<file path="src/rtl/nibrot_reg16.sv">
`default_nettype none
// ============================================================================
//  Module      : nibrot_reg16
//  Description : Registered state stage for the nibble-rotate datapath.
//                Accepts hold / clear / load / multi-step rotate commands
//                over a valid/ready handshake and pulses done on completion.
//                Optional macro NIBROT_PARITY_EN adds a registered parity
//                output (XOR-reduction of q).
//  Revision    : 1.0  initial release
// ============================================================================
module nibrot_reg16 #(
  parameter int NIB = 4
) (
  input  logic               clk,
  input  logic               rst,
  input  logic               cmd_valid,
  output logic               cmd_ready,
  input  logic [1:0]         cmd_op,
  input  logic [4*NIB-1:0]   cmd_data,
  input  logic [1:0]         cmd_cnt,
  output logic [4*NIB-1:0]   q,
  output logic               busy,
  output logic               done
`ifdef NIBROT_PARITY_EN
  ,
  output logic               parity
`endif
);

  localparam int W = 4 * NIB;

  localparam logic [1:0] OP_HOLD  = 2'b00;
  localparam logic [1:0] OP_CLEAR = 2'b01;
  localparam logic [1:0] OP_LOAD  = 2'b10;
  localparam logic [1:0] OP_ROT   = 2'b11;

  typedef enum logic [0:0] {
    S_IDLE = 1'b0,
    S_ROT  = 1'b1
  } state_t;

  state_t         state_q, state_d;
  logic [1:0]     rem_q,   rem_d;
  logic [W-1:0]   q_q,     q_d;
  logic           done_q,  done_d;
  logic [W-1:0]   rot_step;
  logic           accept;

  // One rotate step: each nibble rotates right by one bit, nibbles stay apart.
  for (genvar k = 0; k < NIB; k++) begin : g_nib
    assign rot_step[4*k+3 -: 4] = {q_q[4*k], q_q[4*k+3 -: 3]};
  end

  // Commands are only taken while idle; a rotate in flight blocks the port.
  assign accept = cmd_valid && (state_q == S_IDLE);

  // Next-state, next-data and completion pulse.
  always_comb begin
    state_d = state_q;
    rem_d   = rem_q;
    q_d     = q_q;
    done_d  = 1'b0;
    case (state_q)
      S_IDLE: begin
        if (accept) begin
          case (cmd_op)
            OP_HOLD: begin
              done_d = 1'b1;
            end
            OP_CLEAR: begin
              q_d    = '0;
              done_d = 1'b1;
            end
            OP_LOAD: begin
              q_d    = cmd_data;
              done_d = 1'b1;
            end
            OP_ROT: begin
              // First step happens on the accept edge itself.
              q_d = rot_step;
              if (cmd_cnt == 2'd0) begin
                done_d = 1'b1;
              end else begin
                state_d = S_ROT;
                rem_d   = cmd_cnt;
              end
            end
            default: begin
              done_d = 1'b0;
            end
          endcase
        end
      end
      S_ROT: begin
        q_d = rot_step;
        // rem==1 is the final step; the counter never goes below 1 here.
        if (rem_q <= 2'd1) begin
          state_d = S_IDLE;
          rem_d   = 2'd0;
          done_d  = 1'b1;
        end else begin
          rem_d = rem_q - 2'd1;
        end
      end
      default: begin
        state_d = S_IDLE;
        rem_d   = 2'd0;
      end
    endcase
  end

  // State registers; reset wins over any command on the same edge.
  always_ff @(posedge clk) begin
    if (rst) begin
      state_q <= S_IDLE;
      rem_q   <= 2'd0;
      q_q     <= '0;
      done_q  <= 1'b0;
    end else begin
      state_q <= state_d;
      rem_q   <= rem_d;
      q_q     <= q_d;
      done_q  <= done_d;
    end
  end

`ifdef NIBROT_PARITY_EN
  logic parity_q, parity_d;

  // Parity tracks the word being written, so it updates with q.
  always_comb begin
    parity_d = ^q_d;
  end

  // Parity register.
  always_ff @(posedge clk) begin
    if (rst) begin
      parity_q <= 1'b0;
    end else begin
      parity_q <= parity_d;
    end
  end

  assign parity = parity_q;
`endif

  assign q         = q_q;
  assign busy      = (state_q == S_ROT);
  assign cmd_ready = (state_q != S_ROT);
  assign done      = done_q;

endmodule
`default_nettype wire
</file>
<file path="config.mk">
export PLATFORM = sky130hd
export DESIGN_NAME = nibrot_reg16
export DESIGN_NICKNAME = d
export VERILOG_FILES = /design/src/rtl/nibrot_reg16.sv
export SDC_FILE = /design/constraint.sdc
export NUM_CORES = 1
export LEC_CHECK = 0
export BUFFER_PORTS_ARGS = -buffer_cell sky130_fd_sc_hd__buf_2
export CAP_MARGIN = 20
export CORE_MARGIN = 1
export CORE_UTILIZATION = 50
export CTS_BUF_LIST = sky130_fd_sc_hd__clkbuf_16
export CTS_CLUSTER_DIAMETER = 150
export DETAILED_ROUTE_END_ITERATION = 10
export PLACE_DENSITY = 0.83
export SYNTH_ARGS = -nofsm -noshare
export SYNTH_HDL_FRONTEND = slang
export SYNTH_SLANG_ARGS = --single-unit
</file>
<file path="constraint.sdc">
create_clock -name clk -period 3.95 [get_ports clk]
set_clock_uncertainty 0.2 [all_clocks]
set_input_delay 0.395 -clock clk [delete_from_list [all_inputs] [get_ports clk]]
set_output_delay 0.395 -clock clk [all_outputs]
set_load 0.005 [all_outputs]
</file>
# ---- After elaboration in Yosys (flattened, before gate mapping)
# Cells that the tools add are included.
dict set report op_classes {
  addsub 1
  order_cmp 1
  n_eq_ne 7
  muxes 18
  bitwise 1
  n_reduce_logical 6
}
# operator count
set ops {}
lappend ops {{16-bit one-hot mux with 3 select lines} 1}
lappend ops {{16-bit one-hot mux with 2 select lines} 1}
lappend ops {{16-bit 2-to-1 mux} 1}
lappend ops {{2-bit 2-to-1 mux} 4}
lappend ops {{1-bit 2-to-1 mux} 7}
lappend ops {{1-bit one-hot mux with 2 select lines} 3}
lappend ops {{2-bit equality test (second input constant)} 2}
lappend ops {{2-bit logical NOT} 2}
lappend ops {{2-bit by 1-bit != test with 1-bit output (second input constant)} 2}
lappend ops {{4-bit by 1-bit != test with 1-bit output (second input constant)} 1}
lappend ops {{2-bit one-hot mux with 2 select lines} 1}
lappend ops {{3-bit AND reduction} 1}
lappend ops {{3-bit OR reduction} 1}
lappend ops {{2-bit by 1-bit equality test with 1-bit output (second input constant)} 1}
lappend ops {{2-bit by 1-bit less-or-equal comparator with 1-bit output (second input constant)} 1}
lappend ops {{2-bit != test (second input constant)} 1}
lappend ops {{2-bit AND reduction} 1}
lappend ops {{2-bit by 1-bit subtractor with 2-bit output (second input constant)} 1}
lappend ops {{1-bit logical AND} 1}
lappend ops {{1-bit NOT} 1}
dict set report word_totals {
  regBits 20
  output_inout_bits 19
  elab_cells 38
}

# ---- Logic depth before layout (Yosys ltp)
# Gate-level depths: netlist of the first run.
dict set report depth {
  word_depth 5
  depth_mapped 6
}

# ---- Least setup slack after synthesis of the first run
# Ideal clock, no wire load.
dict set report synth_timing {
  path_kind {input-to-reg}
  start {in cmd_op[0]}
  end {reg q_q[15], in the netlist q[15]}
  setup_ps 80
  arrival_time_ps 1345
  required_ps 3670
  path_slack_ps 2325
  cell_stages 6
  path_buffers 3
  cell_sequence {buf_6 > o21a_4 > or2_1 > buf_6 > buf_12 > a211oi_2}
}
dict set report synth_between {
  elab_chain_cells 4
  word_cells_on_any_way 8
  cone_classes {4 x eq/ne; 3 x mux; 1 x reduce/logical}
}
# element line
set synth_lines {}
lappend synth_lines {{start, declared} 18} ;# input logic [1:0] cmd_op,
lappend synth_lines {{2-bit equality test / 2-bit by 1-bit equality test with 1-bit output (equally long branches)} 66} ;# case (cmd_op)
lappend synth_lines {{16-bit one-hot mux with 3 select lines} 66}
lappend synth_lines {{16-bit 2-to-1 mux} 65} ;# if (accept) begin
lappend synth_lines {{16-bit one-hot mux with 2 select lines} 63} ;# case (state_q)
lappend synth_lines {{end signal, assigned} 122} ;# q_q <= q_d;
lappend synth_lines {{end, declared} 44} ;# logic [W-1:0] q_q, q_d;
# Parallel ways exist; a longest one is shown, timed or not. The select of a mux whose other input is x is not followed.
# A chain may end at the register's enable or synchronous reset.

# ---- Final worst setup path of the first run
dict set report layout_timing {
  start {reg state_q, in the netlist busy}
  end {out cmd_ready}
}
dict set report layout_between {
  elab_chain_cells 1
}
# element line
set layout_lines {}
lappend layout_lines {{start, declared} 42} ;# state_t state_q, state_d;
lappend layout_lines {{start signal, assigned} 120} ;# state_q <= state_d;
lappend layout_lines {{1-bit NOT} n/a}
lappend layout_lines {{end, declared} 17} ;# output logic cmd_ready,
# Every way passes these cells.

==> summary.txt, run 1 <==
Critical path
  – Worst setup EP type: output port
  – Crit path launch type: register
  – Worst-path cell chain: inv_1 > buf_2
  – WP data required: about 3.4 ns
  – Crit-path max FO: 25
  – Crit path max-delay family: flip-flops
  – Crit-path slowest cell: dfxtp_1
  – Critical Setup Path Class: register to output port
  – Max incr delay on CP: roughly 0.85 ns
  – Worst Path Arrival: 1.49 ns
  – CP bufs+invs: 2

Timing
  – Min cycle time layout: between 2 and 2.5 ns
  – Setup TNS: 0 ns
  – Fin crit share: 52.7%
  – Worst-Margin Slew: slightly above 0.8 ns
  – Slew Limit Fails: 0
  – Max Clk Rate: between 400 and 500 MHz
  – Final setup fails: 0
  – Final Hold Fails: 0
  – Relative slew margins: a little under half
  – Hold Slack: 0.242 ns
  – RSZ-0062 raised after global routing: no

Logic synthesis
  – Cell taking the most area after synthesis: dfxtp_1
  – Mapped Cells: 103
  – Synthesized area per cell: between 9 and 10 µm²
  – Ys async rst share: 0%
  – Yosys warns: 0
  – Top cells by area, synth: dfxtp_1 (39%), a211oi_2 (12%), a22oi_1 (11%)
  – Mapped Area: just over 1000 µm²
  – Top FF cell, synth: dfxtp_1
  – Post-Syn Nets: 126
  – Yosys top cell area share: about 39%
  – Seq/Total Area, Yosys: between 30% and 40%
  – Post-synthesis cell type count: 29
  – Synthesized flop and latch total: 20
  – Number of synthesized flops with an enable pin: 0

Route
  – DR WL/cell: between 10 and 15 µm
  – Routed Antenna Nets: 0
  – Total wire length: 2280 µm
  – Pre-antenna DRT Iters: 5
  – Vias per cell: between 5 and 6
  – Initial DRC Count: 18
  – Via count: 966
  – Remaining DRCs: 0

Clock tree
  – Inserted Clock Buffers: 3
  – CTS tree: done
  – Clk sinks: 20
  – CTS H-tree depth: 1
  – Root Driver: clkbuf_16
  – Longest Clk Path Bufs: 2
  – CTS Hold Buffers Added: 0
  – Post-CTS Setup Inserts: 0
  – Post-CTS sizing: 0
  – Worst-Skew Late Latency: around 0.25 ns
  – CTS clock-pin slew for the worst setup and hold paths: around 0.050 ns

Hold path
  – Hold crit path type: primary input to register

Power
  – VDD IR-drop max: 0.226 mV
  – Leakage power: between 0.0005 and 0.0006 µW
  – Power Density: ~420 nW/µm²
  – Switch share: 24.7%
  – Cell-internal power: 392 µW
  – Sw Pwr: 129 µW
  – Share of power burned in registers: between 40 and 50%
  – Comb power frac: ~17%
  – Clock network power share: approximately two fifths

Placement
  – Port Buffers: ~40
  – Dpl hpwl: between 1500 and 2000 µm
  – Routability cong.: approximately 0.75

GRT
  – Global route overflow: 0
  – Pin count of the biggest net entering global routing: 26
  – Initial antenna violation count: 0
  – First-pass GRT wire length: 3470 µm
  – Vias in the first global route: between 700 and 800
  – GRT Total Usage: 22.3%

Die
  – Boundary pin count: 42
  – Die Footprint: 2210 µm²
  – DIE HEIGHT: approximately 47 µm
  – Core area: roughly 1800 µm²
  – Num rows: 15
  – Starting Density: a little under three fifths
  – Die Width: about 47 µm

Finish
  – Nets@finish: ~160
  – Area Growth Syn to Fin: 23.7%
  – Fillcell total: 152
  – Most common cell after layout, fill and taps aside: buf_2
  – Most frequent cells in the layout: buf_2 (41), dfxtp_1 (20), nor3_1 (16)
  – Fraction of layout instances using a drive strength above 1: 42.0%
  – Antenna cells: 0

Run
  – Maxcap violations: 0

Status
  – Status: finished, final reports clean
==> synth_stat cells, types with 2 or more instances <==
library cell  count
a22oi_1          15
clkbuf_1          4
a21oi_1           3
dfxtp_1          20
o211ai_1          2
nand4_1           2
nand2b_1          2
inv_1             2
nor2_1            2
a211oi_1          5
nor3_1           16
buf_2             2
buf_6             2
a211oi_2         10
nor2b_1           2
==> power by group through the flow <==
stage | combinational, µW | clock [µW] | sequential, µW
global route | 96.4 | 217 | 231
finish | 86.8 | 205 | 229
global placement | 85.1 | 0 | 233
floorplan | 60.7 | 0 | 232
detailed placement | 86.9 | 0 | 233
CTS | 87.5 | 207 | 229
==> worst reg2reg max path, cell delays in order (launching register included) <==
cell      delay (ns)
dfxtp_1         0.85
or2_1           0.66
a211oi_2        0.17
==> layout make-up <==
class / count / area (µm²) / share of cell area, %
tap: 25 / 31.3 / 2.49
sequential: 20 / 400 / 31.9
inverter: 2 / 7.51 / 0.598
clock inverter: 1 / 3.75 / 0.299
timing repair buffer: 41 / 205 / 16.4
clock buffer: 3 / 75.1 / 5.98
multi-input combinational: 71 / 532 / 42.4
==> kinds of logic (layout without fill, tap and decap cells) <==
| kind of cell | count (synthesis) | count (layout) | share of synthesized area [%] |
|---|---|---|---|
| and+or+nand+nor | 30 | 30 | 17.3 |
| buffers and inverters | 12 | 47 | 8.14 |
| AOI/OAI and AO/OA | 41 | 41 | 35.1 |
| DFF | 20 | 20 | 39.5 |
==> registers in the layout, indices dropped and copies added, names as in the netlist <==
register	count
busy	1
done	1
rem_q	2
q	16
==> metrics by stage <==
step | worst slack (ns) | cell area (µm²) | util [%] | power, µW | cells
after CTS | 1.86 | 1250 | 68.9 | 524 | 163
after global routing | 1.76 | 1250 | 68.9 | 545 | 163
after detailed placement | 1.93 | 1180 | 64.6 | 320 | 159
after floorplan | 2.32 | 1010 | - | 293 | 103
final | 1.87 | 1250 | 68.9 | 521 | 163
after global placement | 1.97 | 1180 | 64.6 | 318 | 159
==> layer usage <==
metal | part of all wire [%] | GRT usage [%] | up-vias
met3 | 6.9 | 5.38 | 6
met1 | 41 | 27.1 | 446
met4 | 2.5 | 10.9 | 0
met2 | 50 | 36.9 | 40
li1 | - | - | 474
met5 | 0 | 0 | -
==> final timing paths <==
check / from / end / slack (ns) / cells past startpoint
setup / recovery: busy / cmd_ready / 1.87 / 2
hold / removal: cmd_cnt[1] / rem_q[1] / 0.24 / 3
setup reg to reg: busy / q[6] / 1.92 / 2
hold reg to reg: rem_q[1] / rem_q[1] / 0.30 / 2
No activity file was read; power rests on OpenSTA's default activity.
==> run 2: changes to the inputs <==
CORE_UTILIZATION = 42   (was 50)
PLACE_DENSITY = 0.74   (was 0.83)
clock period = 1.85 ns   (was 3.95 ns; I/O delays follow)
==> summary.txt, run 2 (synthesis gave the netlist of run 1 again) <==
Route
  – Total wire length: between 2000 and 2500 µm
  – Initial DRC Count: 19
  – Vias per cell: between 5 and 6
  – Via count: 979
  – DR WL/cell: around 14 µm
  – Remaining DRCs: 0
  – Routed Antenna Nets: 0
  – Pre-antenna DRT Iters: 4

Clock tree
  – Post-CTS Setup Inserts: 0
  – Root Driver: clkbuf_16
  – Post-CTS sizing: 0
  – CTS tree: done
  – Worst-Skew Late Latency: approximately 0.25 ns
  – CTS Hold Buffers Added: 0
  – CTS clock-pin slew for the worst setup and hold paths: approximately 0.050 ns
  – CTS H-tree depth: 1
  – Inserted Clock Buffers: 3
  – Longest Clk Path Bufs: 2
  – Clk sinks: 20

Timing
  – Fin crit share: between 80% and 90%
  – Final WS setup: between 0.15 and 0.2 ns
  – Setup TNS: 0 ns
  – Slew Limit Fails: 0
  – Worst-Margin Slew: 0.688 ns
  – RSZ-0062 raised after global routing: no
  – Final setup fails: 0
  – Min cycle time layout: around 1.7 ns
  – Hold Slack: approximately 0.045 ns
  – Max Clk Rate: between 600 and 700 MHz
  – Final Hold Fails: 0
  – Relative slew margins: between 50 and 60%

Power
  – Comb power frac: between 10% and 20%
  – Cell-internal power: approximately 840 µW
  – Share of power burned in registers: between 40% and 50%
  – Clock network power share: roughly two fifths
  – Switch share: between 20% and 30%
  – Power Density: roughly 870 nW/µm²
  – Sw Pwr: around 270 µW
  – VDD IR-drop max: about 0.8 mV
  – Leakage power: 0.000522 µW

Run
  – Maxcap violations: 0

Finish
  – Fillcell total: around 230
  – Area Growth Syn to Fin: 25.5%
  – Fraction of layout instances using a drive strength above 1: a little over two fifths
  – Largest register FFs: 16
  – Final Non-Filler Cells: approximately 170
  – Core Util, Final: 56.5%
  – Most frequent cells in the layout: buf_2 (41), dfxtp_1 (20), nor3_1 (16)
  – Most common cell after layout, fill and taps aside: buf_2
  – Nets@finish: about 160
  – Antenna cells: 0

GRT
  – Vias in the first global route: ~870
  – Initial antenna violation count: 0
  – Global route overflow: 0
  – GRT Total Usage: between 10% and 20%
  – First-pass GRT wire length: 3770 µm
  – Pin count of the biggest net entering global routing: 21

Critical path
  – FF-to-FF setup slack: 0.19 ns
  – Crit-path max FO: 15
  – RR Endpoint: q[13]
  – Critical Setup Path Class: register to register
  – Crit path launch type: register
  – Worst-path cell chain: or2_1 > a211oi_1
  – Max incr delay on CP: just over 0.6 ns
  – WP data required: 1.75 ns
  – Worst setup EP type: register
  – Worst r2r path cells: 2
  – Worst Path Arrival: approximately 1.6 ns
  – Crit-path slowest cell: or2_1
  – Worst reg2reg startpoint: busy

Hold path
  – Min-delay src: cmd_cnt[1]
  – Hold path depth: 3
  – Hold crit path type: primary input to register
  – Worst hold path endpoint: rem_q[1]

Placement
  – Dpl hpwl: approximately 1700 µm
  – DP Cell Count: 164
  – Routability cong.: approximately 0.74
  – Port Buffers: slightly above 40
  – Dpl ws: 0.122 ns

Die
  – Die Footprint: 2620 µm²
  – Num rows: 17
  – DIE HEIGHT: approximately 51 µm
  – Starting Density: 45.0%
  – Core area: 2250 µm²
  – Boundary pin count: 42
  – Die Width: just over 50 µm

Status
  – Status: finished, final reports clean
-- run 2: area by class of cell --
cell class / instances / area, µm² / share of cell area [%]
Clock buffer: 3 / 75.1 / 5.89
Clock inverter: 1 / 3.75 / 0.295
Inverter: 2 / 7.51 / 0.589
Multi-Input combinational cell: 71 / 532 / 41.7
Sequential cell: 20 / 400 / 31.4
Tap cell: 28 / 35.0 / 2.75
Timing Repair Buffer: 43 / 220 / 17.3
-- run 2: worst max-delay path by stage --
stage	start	endpoint	slack (ns)	depth (start not counted)
floorplan	busy	q[15]	0.36	4
global placement	cmd_op[0]	q[13]	0.16	4
detailed placement	cmd_op[0]	q[12]	0.12	4
CTS	busy	q[6]	0.18	3
global route	busy	q[6]	0.06	3
finish	busy	q[13]	0.19	2
-- run 2: layer usage --
metal	vias to the layer above	share of wire, %	global-route usage (%)
met4	0	0.38	5.56
met5	-	0	0
met3	2	6.5	5.95
met2	33	48	33.6
met1	464	45	22.8
li1	480	-	-
-- run 2: worst max-delay path, delay by kind of cell, from the launching register on --
kind               cells  cell delay [ns]
AOI/OAI and AO/OA      1             0.15
and+or+nand+nor        1             0.62
DFF                    1             0.54
-- run 2: power groups by stage --
stage / sequential (µW) / clock [µW] / combinational (µW)
2_1_floorplan: 495 / 0 / 130
3_3_place_gp: 495 / 0 / 186
3_5_place_dp: 497 / 0 / 192
4_1_cts: 488 / 448 / 193
5_1_grt: 491 / 472 / 210
6_report: 488 / 434 / 190
-- run 2: metrics by stage --
stage	power [µW]	area (µm²)
final	1110	1270
after global routing	1170	1270
after CTS	1130	1270
after detailed placement	689	1190
after global placement	681	1190
after floorplan	625	1010
==> run 3: changes to the inputs <==
CTS_CLUSTER_DIAMETER = not set   (was 150)
HOLD_SLACK_MARGIN = 0.12   (was not set)
MAX_ROUTING_LAYER = met4   (was not set)
==> summary.txt, run 3 (synthesis gave the netlist of run 1 again) <==
Status
  – Status: finished, final reports clean

Critical path
  – Worst Path Arrival: 1.74 ns
  – Critical Path Sink: rem_q[0]
  – Worst r2r path cells: 4
  – Crit path launch type: register
  – WP data required: about 1.8 ns
  – FF-to-FF setup slack: about 0.080 ns
  – Worst setup EP type: register
  – Critical Setup Path Class: register to register
  – Worst-path cell chain: nor2b_1 > nand4_1 > dlygate4sd3_1 > a31oi_1
  – Critical Path Source: busy
  – RR Endpoint: rem_q[0]
  – Max incr delay on CP: 0.56 ns
  – Crit-path max FO: 10
  – Worst reg2reg startpoint: busy
  – Crit-path slowest cell: dlygate4sd3_1

Placement
  – Dpl hpwl: approximately 1700 µm
  – Port Buffers: between 40 and 50
  – Routability cong.: roughly 0.75

Run
  – Maxcap violations: 0

Route
  – Remaining DRCs: 0
  – Routed Antenna Nets: 0
  – Via count: just under 1k
  – Initial DRC Count: 20
  – Pre-antenna DRT Iters: 4
  – Vias per cell: 5.71
  – DR WL/cell: about 14 µm
  – Total wire length: between 2000 and 2500 µm

Clock tree
  – Post-CTS Setup Inserts: 0
  – CTS H-tree depth: 1
  – Longest Clk Path Bufs: 2
  – Inserted Clock Buffers: 3
  – CTS clock-pin slew for the worst setup and hold paths: 0.05 ns
  – Worst-Skew Late Latency: approximately 0.25 ns
  – Root Driver: clkbuf_16
  – CTS tree: done
  – Clk sinks: 20

Finish
  – Fillcell total: between 200 and 250
  – Most frequent cells in the layout: buf_2 (41), dfxtp_1 (20), nor3_1 (16)
  – Antenna cells: 0
  – Area Growth Syn to Fin: 30.5%
  – Nets@finish: approximately 170
  – Largest register FFs: 16
  – Fraction of layout instances using a drive strength above 1: 41.4%
  – Most common cell after layout, fill and taps aside: buf_2

Die
  – DIE HEIGHT: approximately 51 µm
  – Core area: between 2000 and 2500 µm²
  – Die Width: 51.2 µm
  – Die Footprint: ~2600 µm²
  – Boundary pin count: 42
  – Starting Density: between 40% and 50%
  – Num rows: 17

Power
  – VDD IR-drop max: about 0.81 mV
  – Power Density: approximately 850 nW/µm²
  – Leakage power: 0.000538 µW

GRT
  – First-pass GRT wire length: around 4000 µm
  – GRT Total Usage: a little over a fifth
  – Pin count of the biggest net entering global routing: 21
  – Global route overflow: 0
  – Vias in the first global route: 888
  – Initial antenna violation count: 0

Hold path
  – Hold path depth: 3
  – Hold crit path type: primary input to register

Timing
  – Final setup fails: 0
  – Setup TNS: 0 ns
  – Final Hold Fails: 0
  – Slew Limit Fails: 0
  – Hold Slack: 0.127 ns
  – Max Clk Rate: around 570 MHz
  – RSZ-0062 raised after global routing: no
  – Min cycle time layout: about 1.8 ns
  – Fin crit share: a little over nine tenths
  – Relative slew margins: around 54%
  – Worst-Margin Slew: between 0.6 and 0.7 ns
==> run 3: changes by cell type in the layout (fill, tap and decap cells not counted) <==
cell,delta
dlygate4sd3_1,+5
==> run 3: worst min path at each step <==
stage | startpoint | end | slack, ns
floorplan | cmd_op[1] | rem_q[1] | 0.14
global placement | rem_q[1] | rem_q[1] | 0.28
global route | cmd_data[15] | q[15] | 0.14
CTS | cmd_data[2] | q[2] | 0.13
detailed placement | rem_q[1] | rem_q[1] | 0.30
finish | cmd_data[2] | q[2] | 0.13
==> run 3: per-stage QoR <==
stage	worst slack, ns	total power [µW]	area (µm²)	std cells	utilization (%)
finish	0.0802	1120	1320	173	58.7
floorplan	0.362	625	1010	103	-
CTS	0.0716	1130	1320	173	58.7
detailed placement	0.122	689	1190	164	53.0
global placement	0.165	681	1190	164	53.0
global route	0.0103	1180	1320	173	58.7
==> run 3: cell type report <==
type                            count  area [µm²]  area share [%]
Inverter                            2        7.51           0.567
Sequential cell                    20         400            30.2
Clock inverter                      1        3.75           0.284
Timing Repair Buffer               48         270            20.4
Clock buffer                        3        75.1            5.67
Tap cell                           28        35.0            2.65
Multi-Input combinational cell     71         532            40.2
==> run 3: critical path: cells and delay by family, from the launching register on <==
family                 cells  cell delay (ns)
buffers and inverters      1             0.56
flip-flops                 1             0.41
AND/OR/NAND/NOR            2             0.34
AO/OA/AOI/OAI              1             0.18
==> run 3: per-layer routing <==
metal / vias to the layer above / wire (µm) / part of all wire [%] / global-route usage (%)
met5: - / 0 / 0 / -
met4: 0 / 42 / 1.7 / 6.94
met3: 6 / 141 / 5.8 / 5.95
met2: 31 / 1170 / 48 / 34.2
met1: 466 / 1080 / 44 / 24.8
li1: 485 / - / - / -
==> run 3: repair_timing <==
| item | CTS | global route |
|---|---|---|
| hold buffers | 5 | 0 |
| hold endpoints to repair | 3 | 0 |
| resized for setup | 0 | 0 |
| endpoints found under the setup margin | 0 | 0 |
==> run 3: power breakdown <==
| group | total, µW | internal (µW) | leakage (µW) | switching (µW) |
|---|---|---|---|---|
| clock | 437 | 288 | 0.0000385 | 150 |
| sequential | 488 | 463 | 0.000165 | 25.4 |
| combinational | 197 | 95.6 | 0.000335 | 102 |
